**src/rtl/inst_merge_pkg.sv**
```systemverilog
// inst_merge_pkg: shared widths, merge entry type and pID increment helper
package inst_merge_pkg;
  localparam int DATA_W = 32;
  localparam int PID_W = 2;
  localparam int SLOTS = 2 ** PID_W;
  typedef struct packed {
    logic [DATA_W-1:0] inst;
    logic [DATA_W-1:0] addr;
    logic [PID_W-1:0] pid;
  } merge_entry_t;
  function automatic logic [PID_W-1:0] pid_next(input logic [PID_W-1:0] p);
    return PID_W'(p + 1'b1);
  endfunction
endpackage

```
**src/rtl/inst_order_merge_if.sv**
```systemverilog
// inst_order_merge_if: fetch-way inputs, flush and decode-side stream of the merge
interface inst_order_merge_if;
  import inst_merge_pkg::*;
  logic way0_valid_i;
  logic [DATA_W-1:0] way0_inst_i;
  logic [DATA_W-1:0] way0_addr_i;
  logic [PID_W-1:0] way0_pid_i;
  logic way0_ready_o;
  logic way1_valid_i;
  logic [DATA_W-1:0] way1_inst_i;
  logic [DATA_W-1:0] way1_addr_i;
  logic [PID_W-1:0] way1_pid_i;
  logic way1_ready_o;
  logic flush_i;
  logic [PID_W-1:0] flush_pid_i;
  logic valid_o;
  logic [DATA_W-1:0] inst_o;
  logic [DATA_W-1:0] instAddr_o;
  logic [PID_W-1:0] pid_o;
  logic ready_i;
  logic err_o;
  modport master (
    output way0_valid_i, way0_inst_i, way0_addr_i, way0_pid_i,
    output way1_valid_i, way1_inst_i, way1_addr_i, way1_pid_i,
    output flush_i, flush_pid_i, ready_i,
    input way0_ready_o, way1_ready_o, valid_o, inst_o, instAddr_o, pid_o, err_o
  );
  modport slave (
    input way0_valid_i, way0_inst_i, way0_addr_i, way0_pid_i,
    input way1_valid_i, way1_inst_i, way1_addr_i, way1_pid_i,
    input flush_i, flush_pid_i, ready_i,
    output way0_ready_o, way1_ready_o, valid_o, inst_o, instAddr_o, pid_o, err_o
  );
endinterface

```
**src/rtl/merge_out_reg.sv**
```systemverilog
// merge_out_reg: single-entry valid/ready output register with hold, load and flush-clear
module merge_out_reg
  import inst_merge_pkg::*;
(
  input  logic         clk,
  input  logic         reset_n,
  input  logic         load,
  input  logic         flush,
  input  logic         ready,
  input  merge_entry_t d,
  output logic         valid,
  output merge_entry_t q
);
  // flush drops the held entry; otherwise load replaces it or a consumed entry empties the register
  always_ff @(posedge clk or negedge reset_n) begin
    if (!reset_n) begin
      valid <= 1'b0;
      q <= '0;
    end else if (flush) begin
      valid <= 1'b0;
    end else if (load) begin
      valid <= 1'b1;
      q <= d;
    end else if (ready) begin
      valid <= 1'b0;
    end
  end
endmodule

```
**src/rtl/inst_order_merge.sv**
```systemverilog
// inst_order_merge: re-sequences even/odd fetch ways into one in-order stream for decode
module inst_order_merge
  import inst_merge_pkg::*;
(
  input logic clk,
  input logic reset_n,
  inst_order_merge_if.slave m
);
  logic [DATA_W-1:0] inst_q [SLOTS];
  logic [DATA_W-1:0] addr_q [SLOTS];
  logic [SLOTS-1:0] occ_q, occ_nxt;
  logic [PID_W-1:0] exp_q;
  logic err_q;
  logic acc0, acc1, wr0, wr1, err_set, load, out_valid;
  merge_entry_t head, out_q;
  assign m.way0_ready_o = !(occ_q[0] && occ_q[2]);
  assign m.way1_ready_o = !(occ_q[1] && occ_q[3]);
  assign acc0 = m.way0_valid_i && m.way0_ready_o && !m.flush_i;
  assign acc1 = m.way1_valid_i && m.way1_ready_o && !m.flush_i;
  assign wr0 = acc0 && !m.way0_pid_i[0];
  assign wr1 = acc1 && m.way1_pid_i[0];
  assign load = occ_q[exp_q] && (!out_valid || m.ready_i) && !m.flush_i;
  assign head = '{inst: inst_q[exp_q], addr: addr_q[exp_q], pid: exp_q};
  // wrong-parity entries and overwrites of a live slot (one not draining this edge) are errors
  always_comb begin
    err_set = (acc0 && m.way0_pid_i[0]) || (acc1 && !m.way1_pid_i[0]);
    err_set = err_set || (wr0 && occ_q[m.way0_pid_i] && !(load && exp_q == m.way0_pid_i));
    err_set = err_set || (wr1 && occ_q[m.way1_pid_i] && !(load && exp_q == m.way1_pid_i));
  end
  // drain clears the head slot, writes set theirs, flush empties everything
  always_comb begin
    occ_nxt = occ_q;
    if (load) occ_nxt[exp_q] = 1'b0;
    if (wr0) occ_nxt[m.way0_pid_i] = 1'b1;
    if (wr1) occ_nxt[m.way1_pid_i] = 1'b1;
    if (m.flush_i) occ_nxt = '0;
  end
  // slot payloads need no reset; occupancy decides whether they are meaningful
  always_ff @(posedge clk) begin
    if (wr0) begin
      inst_q[m.way0_pid_i] <= m.way0_inst_i;
      addr_q[m.way0_pid_i] <= m.way0_addr_i;
    end
    if (wr1) begin
      inst_q[m.way1_pid_i] <= m.way1_inst_i;
      addr_q[m.way1_pid_i] <= m.way1_addr_i;
    end
  end
  // occupancy, expected pID pointer and sticky error
  always_ff @(posedge clk or negedge reset_n) begin
    if (!reset_n) begin
      occ_q <= '0;
      exp_q <= '0;
      err_q <= 1'b0;
    end else begin
      occ_q <= occ_nxt;
      exp_q <= m.flush_i ? m.flush_pid_i : load ? pid_next(exp_q) : exp_q;
      err_q <= err_q || err_set;
    end
  end
  merge_out_reg u_out (
    .clk     (clk),
    .reset_n (reset_n),
    .load    (load),
    .flush   (m.flush_i),
    .ready   (m.ready_i),
    .d       (head),
    .valid   (out_valid),
    .q       (out_q)
  );
  assign m.valid_o = out_valid;
  assign m.inst_o = out_q.inst;
  assign m.instAddr_o = out_q.addr;
  assign m.pid_o = out_q.pid;
  assign m.err_o = err_q;
endmodule

```
**src/flat_wrapper.sv**
```systemverilog
// flat-port wrapper written by rule: the top's interface ports become plain ports
module inst_order_merge_flat import inst_merge_pkg::*;
  (clk, reset_n, m_way0_valid_i, m_way0_inst_i, m_way0_addr_i, m_way0_pid_i, m_way1_valid_i, m_way1_inst_i, m_way1_addr_i, m_way1_pid_i, m_flush_i, m_flush_pid_i, m_ready_i, m_way0_ready_o, m_way1_ready_o, m_valid_o, m_inst_o, m_instAddr_o, m_pid_o, m_err_o);
  inst_order_merge_if m_i ();
  input logic clk;
  input logic reset_n;
  input wire logic [$bits(m_i.way0_valid_i)-1:0] m_way0_valid_i;
  input wire logic [$bits(m_i.way0_inst_i)-1:0] m_way0_inst_i;
  input wire logic [$bits(m_i.way0_addr_i)-1:0] m_way0_addr_i;
  input wire logic [$bits(m_i.way0_pid_i)-1:0] m_way0_pid_i;
  input wire logic [$bits(m_i.way1_valid_i)-1:0] m_way1_valid_i;
  input wire logic [$bits(m_i.way1_inst_i)-1:0] m_way1_inst_i;
  input wire logic [$bits(m_i.way1_addr_i)-1:0] m_way1_addr_i;
  input wire logic [$bits(m_i.way1_pid_i)-1:0] m_way1_pid_i;
  input wire logic [$bits(m_i.flush_i)-1:0] m_flush_i;
  input wire logic [$bits(m_i.flush_pid_i)-1:0] m_flush_pid_i;
  input wire logic [$bits(m_i.ready_i)-1:0] m_ready_i;
  output wire logic [$bits(m_i.way0_ready_o)-1:0] m_way0_ready_o;
  output wire logic [$bits(m_i.way1_ready_o)-1:0] m_way1_ready_o;
  output wire logic [$bits(m_i.valid_o)-1:0] m_valid_o;
  output wire logic [$bits(m_i.inst_o)-1:0] m_inst_o;
  output wire logic [$bits(m_i.instAddr_o)-1:0] m_instAddr_o;
  output wire logic [$bits(m_i.pid_o)-1:0] m_pid_o;
  output wire logic [$bits(m_i.err_o)-1:0] m_err_o;
  assign m_i.way0_valid_i = m_way0_valid_i;
  assign m_i.way0_inst_i = m_way0_inst_i;
  assign m_i.way0_addr_i = m_way0_addr_i;
  assign m_i.way0_pid_i = m_way0_pid_i;
  assign m_i.way1_valid_i = m_way1_valid_i;
  assign m_i.way1_inst_i = m_way1_inst_i;
  assign m_i.way1_addr_i = m_way1_addr_i;
  assign m_i.way1_pid_i = m_way1_pid_i;
  assign m_i.flush_i = m_flush_i;
  assign m_i.flush_pid_i = m_flush_pid_i;
  assign m_i.ready_i = m_ready_i;
  assign m_way0_ready_o = m_i.way0_ready_o;
  assign m_way1_ready_o = m_i.way1_ready_o;
  assign m_valid_o = m_i.valid_o;
  assign m_inst_o = m_i.inst_o;
  assign m_instAddr_o = m_i.instAddr_o;
  assign m_pid_o = m_i.pid_o;
  assign m_err_o = m_i.err_o;
  inst_order_merge u_core (.clk(clk), .reset_n(reset_n), .m(m_i));
endmodule
```
**config.mk**
```make
export PLATFORM = sky130hd
export DESIGN_NAME = inst_order_merge_flat
export DESIGN_NICKNAME = d
export VERILOG_FILES = /design/src/rtl/inst_merge_pkg.sv /design/src/rtl/inst_order_merge_if.sv /design/src/rtl/merge_out_reg.sv /design/src/rtl/inst_order_merge.sv /design/src/flat_wrapper.sv
export SDC_FILE = /design/constraint.sdc
export NUM_CORES = 1
export LEC_CHECK = 0
export CAP_MARGIN = 20
export CORE_MARGIN = 10
export CORE_UTILIZATION = 45
export DETAILED_ROUTE_END_ITERATION = 8
export MAX_ROUTING_LAYER = met4
export PLACE_DENSITY = 0.77
export SKIP_CTS_REPAIR_TIMING = 1
export SLEW_MARGIN = 20
export SYNTH_ARGS = -nofsm -noshare
export SYNTH_HDL_FRONTEND = slang
export SYNTH_HIERARCHICAL = 1
export SYNTH_SLANG_ARGS = --single-unit
export TNS_END_PERCENT = 1
```
**constraint.sdc**
```tcl
create_clock -name clk -period 12.1 [get_ports clk]
set_clock_uncertainty 0.2 [all_clocks]
set_input_delay 1.815 -clock clk [delete_from_list [all_inputs] [get_ports clk]]
set_output_delay 1.815 -clock clk [all_outputs]
set_load 0.05 [all_outputs]
```
=== Word level (Yosys, flattened, before mapping) ===
Memories as Yosys holds them, arrays and structs flattened. A register that Yosys moved wholly into a read port is not among the register bits.
Cells that the tools add are included.
W data, S select, Z words.

* Logic and storage cells: 85
* Memory bits (writable): 256
* Memories kept: 2
* Register bits: 10
* Bits in read-only memories: 0
* Output and inout port bits: 70
* Input port bits: 140
* Latch bits: 0

{| class="wikitable"
|+ Memory list
! name !! words !! bits a word !! read ports !! clocked after memory_dff !! write ports !! RTL line !! RTL
|-
| u_core.addr_q || 4 || 32 || 1 || 1 || 2 || inst_order_merge.sv:10 || <nowiki>logic [DATA_W-1:0] addr_q [SLOTS];</nowiki>
|-
| u_core.inst_q || 4 || 32 || 1 || 1 || 2 || inst_order_merge.sv:9 || <nowiki>logic [DATA_W-1:0] inst_q [SLOTS];</nowiki>
|}

* Multiply operators: 0
* Div/mod/pow operators: 0
* Shift operators: 0
* Reduce and logical (&&, ||, !) cells: 39
* Magnitude comparators: 6
* Multiplexer cells: 25
* Bitwise logic cells: 5
* Equal/unequal tests: 2
* $add $sub $neg: 1

{| class="wikitable"
|+ Operator list
! operator !! count
|-
| $logic_and A1 B1 Y1 || 21
|-
| $mux W4 || 4
|-
| $mux W1 || 13
|-
| $logic_not A1 Y1 || 10
|-
| $lt A2 B3 Y1 const B || 3
|-
| $or A4 B4 Y4 || 2
|-
| $bmux W1 S2 || 3
|-
| $demux W1 S2 || 3
|-
| $ge A2 B1 Y1 const B || 3
|-
| $logic_or A1 B1 Y1 || 5
|-
| $and A4 B4 Y4 || 1
|-
| $eq A2 B2 Y1 || 2
|-
| $mux W2 || 2
|-
| $not A4 Y4 || 1
|-
| $reduce_bool A3 Y1 || 1
|-
| $add A2 B1 Y2 const B || 1
|-
| $reduce_and A2 Y1 || 1
|-
| $reduce_bool A2 Y1 || 1
|-
| $not A1 Y1 || 1
|}

=== Longest topological paths before layout ===
* Depth after elaboration: 12
* Gate-level depth with buffers: 9
* Depth with buffers taken out: 6

=== Cells and area by module ===
Netlist, hierarchy kept.

{| class="wikitable"
|+ By module, submodules not included
! module !! cells each !! times used !! seq. area each (um2) !! area each (um2)
|-
| inst_order_merge || 674 || 1 || 7862.5 || 11923.9
|-
| merge_out_reg || 144 || 1 || 1676.6 || 2713.9
|}

=== Least setup slack after synthesis ===
No wires, ideal clock.

* Path type: in2reg
* Start point: input port m_flush_i
* End point: memory u_core.addr_q[2][0] (enable)
* Slack: 4.409 ns
* Arrival: 6.910 ns
* Library setup time: 0.580 ns
* Path buffers: 0
* Stages: 3
* Data required time: 11.320 ns
* Cells stage by stage: nand2b_1 nand2b_1 nor3b_1

{| class="wikitable"
|+ RTL lines
! element !! RTL line !! RTL
|-
| start: declaration || flat_wrapper.sv:15 || <nowiki>input wire logic [$bits(m_i.flush_i)-1:0] m_flush_i;</nowiki>
|-
| end: declaration || inst_order_merge.sv:10 ||
|}

==> flow_metrics.py <==
metrics = {
    "timing": {
        "max_slew_margin_pct": 27.1,
        "min_period_over_period_pct": 38.2,
        "fin_tns_setup_ns": 0,
        "drv_slew": 0,
        "hold_viol": 0,
        "worst_pin_slew_ns": 1.09,
        "worst_hold_slack_ns": 0.300,
        "setup_violations": 0,
        "min_period_ns": 4.62,
        "rsz0062_at_grt": "no",
        "fin_ws_ns": 7.48,
        "fmax_mhz": 216,
    },
    "synthesis": {
        "syn_area_um2": 14600,
        "ys_ff_latch": 330,
        "synth_top_area_cell": "edfxtp_1",
        "yosysMostFrequentCell": "edfxtp_1",
        "synth-edff-count": 256,
        "synth_seq_area_share_pct": 65.2,
        "synthDominantCellAreaShare_pct": 52.5,
        "ys_types": 39,
        "postSynthAreaPerCell_um2": 17.9,
        "syn_inst": 818,
        "synth_top_cells_by_area": "edfxtp_1 53%, dfrtp_1 13%, mux4_2 9.8%",
        "syn_nets": 962,
        "synth_ff_type": "edfxtp_1",
        "synthArstFlopShare_pct": 22.4,
        "yosys_warnings": 6,
        "yosys-top-cells-count": "256 x edfxtp_1, 134 x clkbuf_1, 78 x mux2_2",
    },
    "routing": {
        "wl_um": 32600,
        "vias": 7265,
        "dr.pass1.iters": 4,
        "ant_nets": 0,
        "routed_via_density": 5.27,
        "drc_errors": 0,
        "wire_per_inst_um": 23.7,
        "drt-initial-drc-count": 322,
    },
    "placement": {
        "placed_cells": 1310,
        "hpwl_um": 20400,
        "gp_congestion": 0.756,
        "io_buffers": 209,
        "dpl_worst_slack_ns": 6.92,
        "dpl_cell_area_um2": 16600,
    },
    "floorplanning": {
        "ios": 210,
        "coreArea_um2": 31800,
        "die_area_um2": 40100,
        "rows": 65,
        "die_width_um": 200,
        "start_util_pct": 46.0,
        "die_y_um": 200,
    },
    "cts": {
        "cts_tree": "yes",
        "clockBufferDepth": 3,
        "htreeDepth": 2,
        "cts-root-buf": "clkbuf_16",
        "cts_made_buffers": 37,
        "clk_pin_slew_ns": 0.06,
        "clock_latency_ns": 0.50,
        "cts_sinks": 330,
    },
    "flow_run": {
        "drv_cap": 0,
    },
    "pwr": {
        "finalPower_mw": 3.24,
        "leakage_nw": 6.37,
        "peakVddDrop_v": 0.000116,
        "p_per_area_nw_per_um2": 182,
    },
    "final_layout": {
        "areaGrowthSynthToFinish_pct": 21.7,
        "layout.cells.non_filler": 1378,
        "fin_nets": 1058,
        "drive_gt1_share_pct": 31.3,
        "n_antenna_cell": 0,
        "stdcell_area_um2": 17800,
        "postLayoutCoreUtil_pct": 56.0,
    },
    "grt": {
        "grt_pass1_vias": 8142,
        "grt_usage_pct": 16.6,
        "grt-ovfl-total": 0,
        "grt_max_degree": 66,
        "antenna_found_initial": 0,
        "grt_pass1_wl_um": 50000,
    },
    "setup_path": {
        "worst_setup_path_end_kind": "flip-flop",
        "required_ns": 12.03,
        "critPathLaunchType": "primary input",
        "worstSetupPathType": "primary input to flip-flop",
        "cp_max_fo": 34,
        "cp.arrival_ns": 4.55,
    },
    "status": {
        "status": "finished clean",
    },
    "hold_path": {
        "hold_class": "flip-flop to flip-flop",
    },
}
## logic make-up (layout without fill, tap and decap cells)
| family | count (synthesis) | in the layout | share of synthesized area, % |
|---|---|---|---|
| AO/OA/AOI/OAI | 19 | 19 | 0.804 |
| AND/OR/NAND/NOR | 31 | 31 | 1.23 |
| XOR/XNOR | 2 | 2 | 0.120 |
| buffers and inverters | 171 | 296 | 5.56 |
| flip-flops | 330 | 330 | 65.2 |
| multiplexers | 261 | 261 | 26.8 |
| adder cells (fa/ha/maj) | 4 | 4 | 0.342 |
## metal layers
| layer | vias to the layer above | routed length (µm) | track usage [%] |
|---|---|---|---|
| li1 | 3215 | - | - |
| met1 | 3787 | 13600 | 20.3 |
| met2 | 217 | 16800 | 28.0 |
| met3 | 46 | 1510 | 2.85 |
| met4 | 0 | 726 | 4.73 |
| met5 | - | 0 | - |
## path summary, 6_finish.rpt
kind                                                  endpoint  cells past startpoint                        start  slack (ns)
worst max-delay path             u_core/inst_q[1][6]$_DFFE_PP_                      7                    m_flush_i        7.48
worst min-delay path                  u_core/m.err_o$_DFF_PN0_                      2     u_core/m.err_o$_DFF_PN0_        0.30
worst max register to register  u_core/u_out/q[65]$_DFFE_PN0P_                      8  u_core/exp_q[0]$_DFFE_PN0P_        8.41
worst min register to register        u_core/m.err_o$_DFF_PN0_                      2     u_core/m.err_o$_DFF_PN0_        0.30
max in group asynchronous          u_core/exp_q[1]$_DFFE_PN0P_                      2                      reset_n        9.55
min in group asynchronous       u_core/u_out/q[47]$_DFFE_PN0P_                      1                      reset_n        1.07
## layout by cell type (no fill, tap or decap), types with 4 or more instances in the layout
cell type	netlist	routed
edfxtp_1	256	256
clkdlybuf4s50_1	0	208
mux2_2	78	78
dfrtp_1	74	72
mux2_4	70	70
mux4_2	64	64
mux2_1	46	46
clkbuf_16	0	39
buf_4	4	13
clkbuf_1	134	9
nand2_1	10	9
clkinv_2	0	8
o21ai_0	6	6
a21oi_1	6	6
clkinv_1	0	5
nor2_1	5	5
inv_1	6	4
ha_1	4	4
## sequential cells by signal, summed over array words and instances (netlist names)
name,flops
u_core/addr_q,128
u_core/inst_q,128
u_core/u_out/q,66
u_core/occ_q,4
u_core/exp_q,2
u_core/m.err_o,1
u_core/u_out/valid,1
## cell type report
cell class	count	area, µm²
inverters	6	25.0
clock buffers	51	1050
flip-flops and latches	330	9550
clock inverters	17	145
well taps	435	544
multi-input cells	317	4310
repair buffers	222	2190
fillers	2407	14000
## power breakdown
part / switching [mW] / internal [mW] / leakage, nW / total (mW)
registers: 0.0655 / 1.33 / 3.28 / 1.40
logic: 0.426 / 0.324 / 2.51 / 0.750
clock network: 0.436 / 0.654 / 0.587 / 1.09
total: 0.928 / 2.31 / 6.37 / 3.24
## worst max-delay path, cell delays in order
cell	delay, ns
clkdlybuf4s50_1	0.68
nor2b_2	0.27
nand2_1	0.10
a21oi_2	0.24
nand2b_4	0.24
clkinv_2	0.59
buf_4	0.59
(Power assumes the default switching activity.)
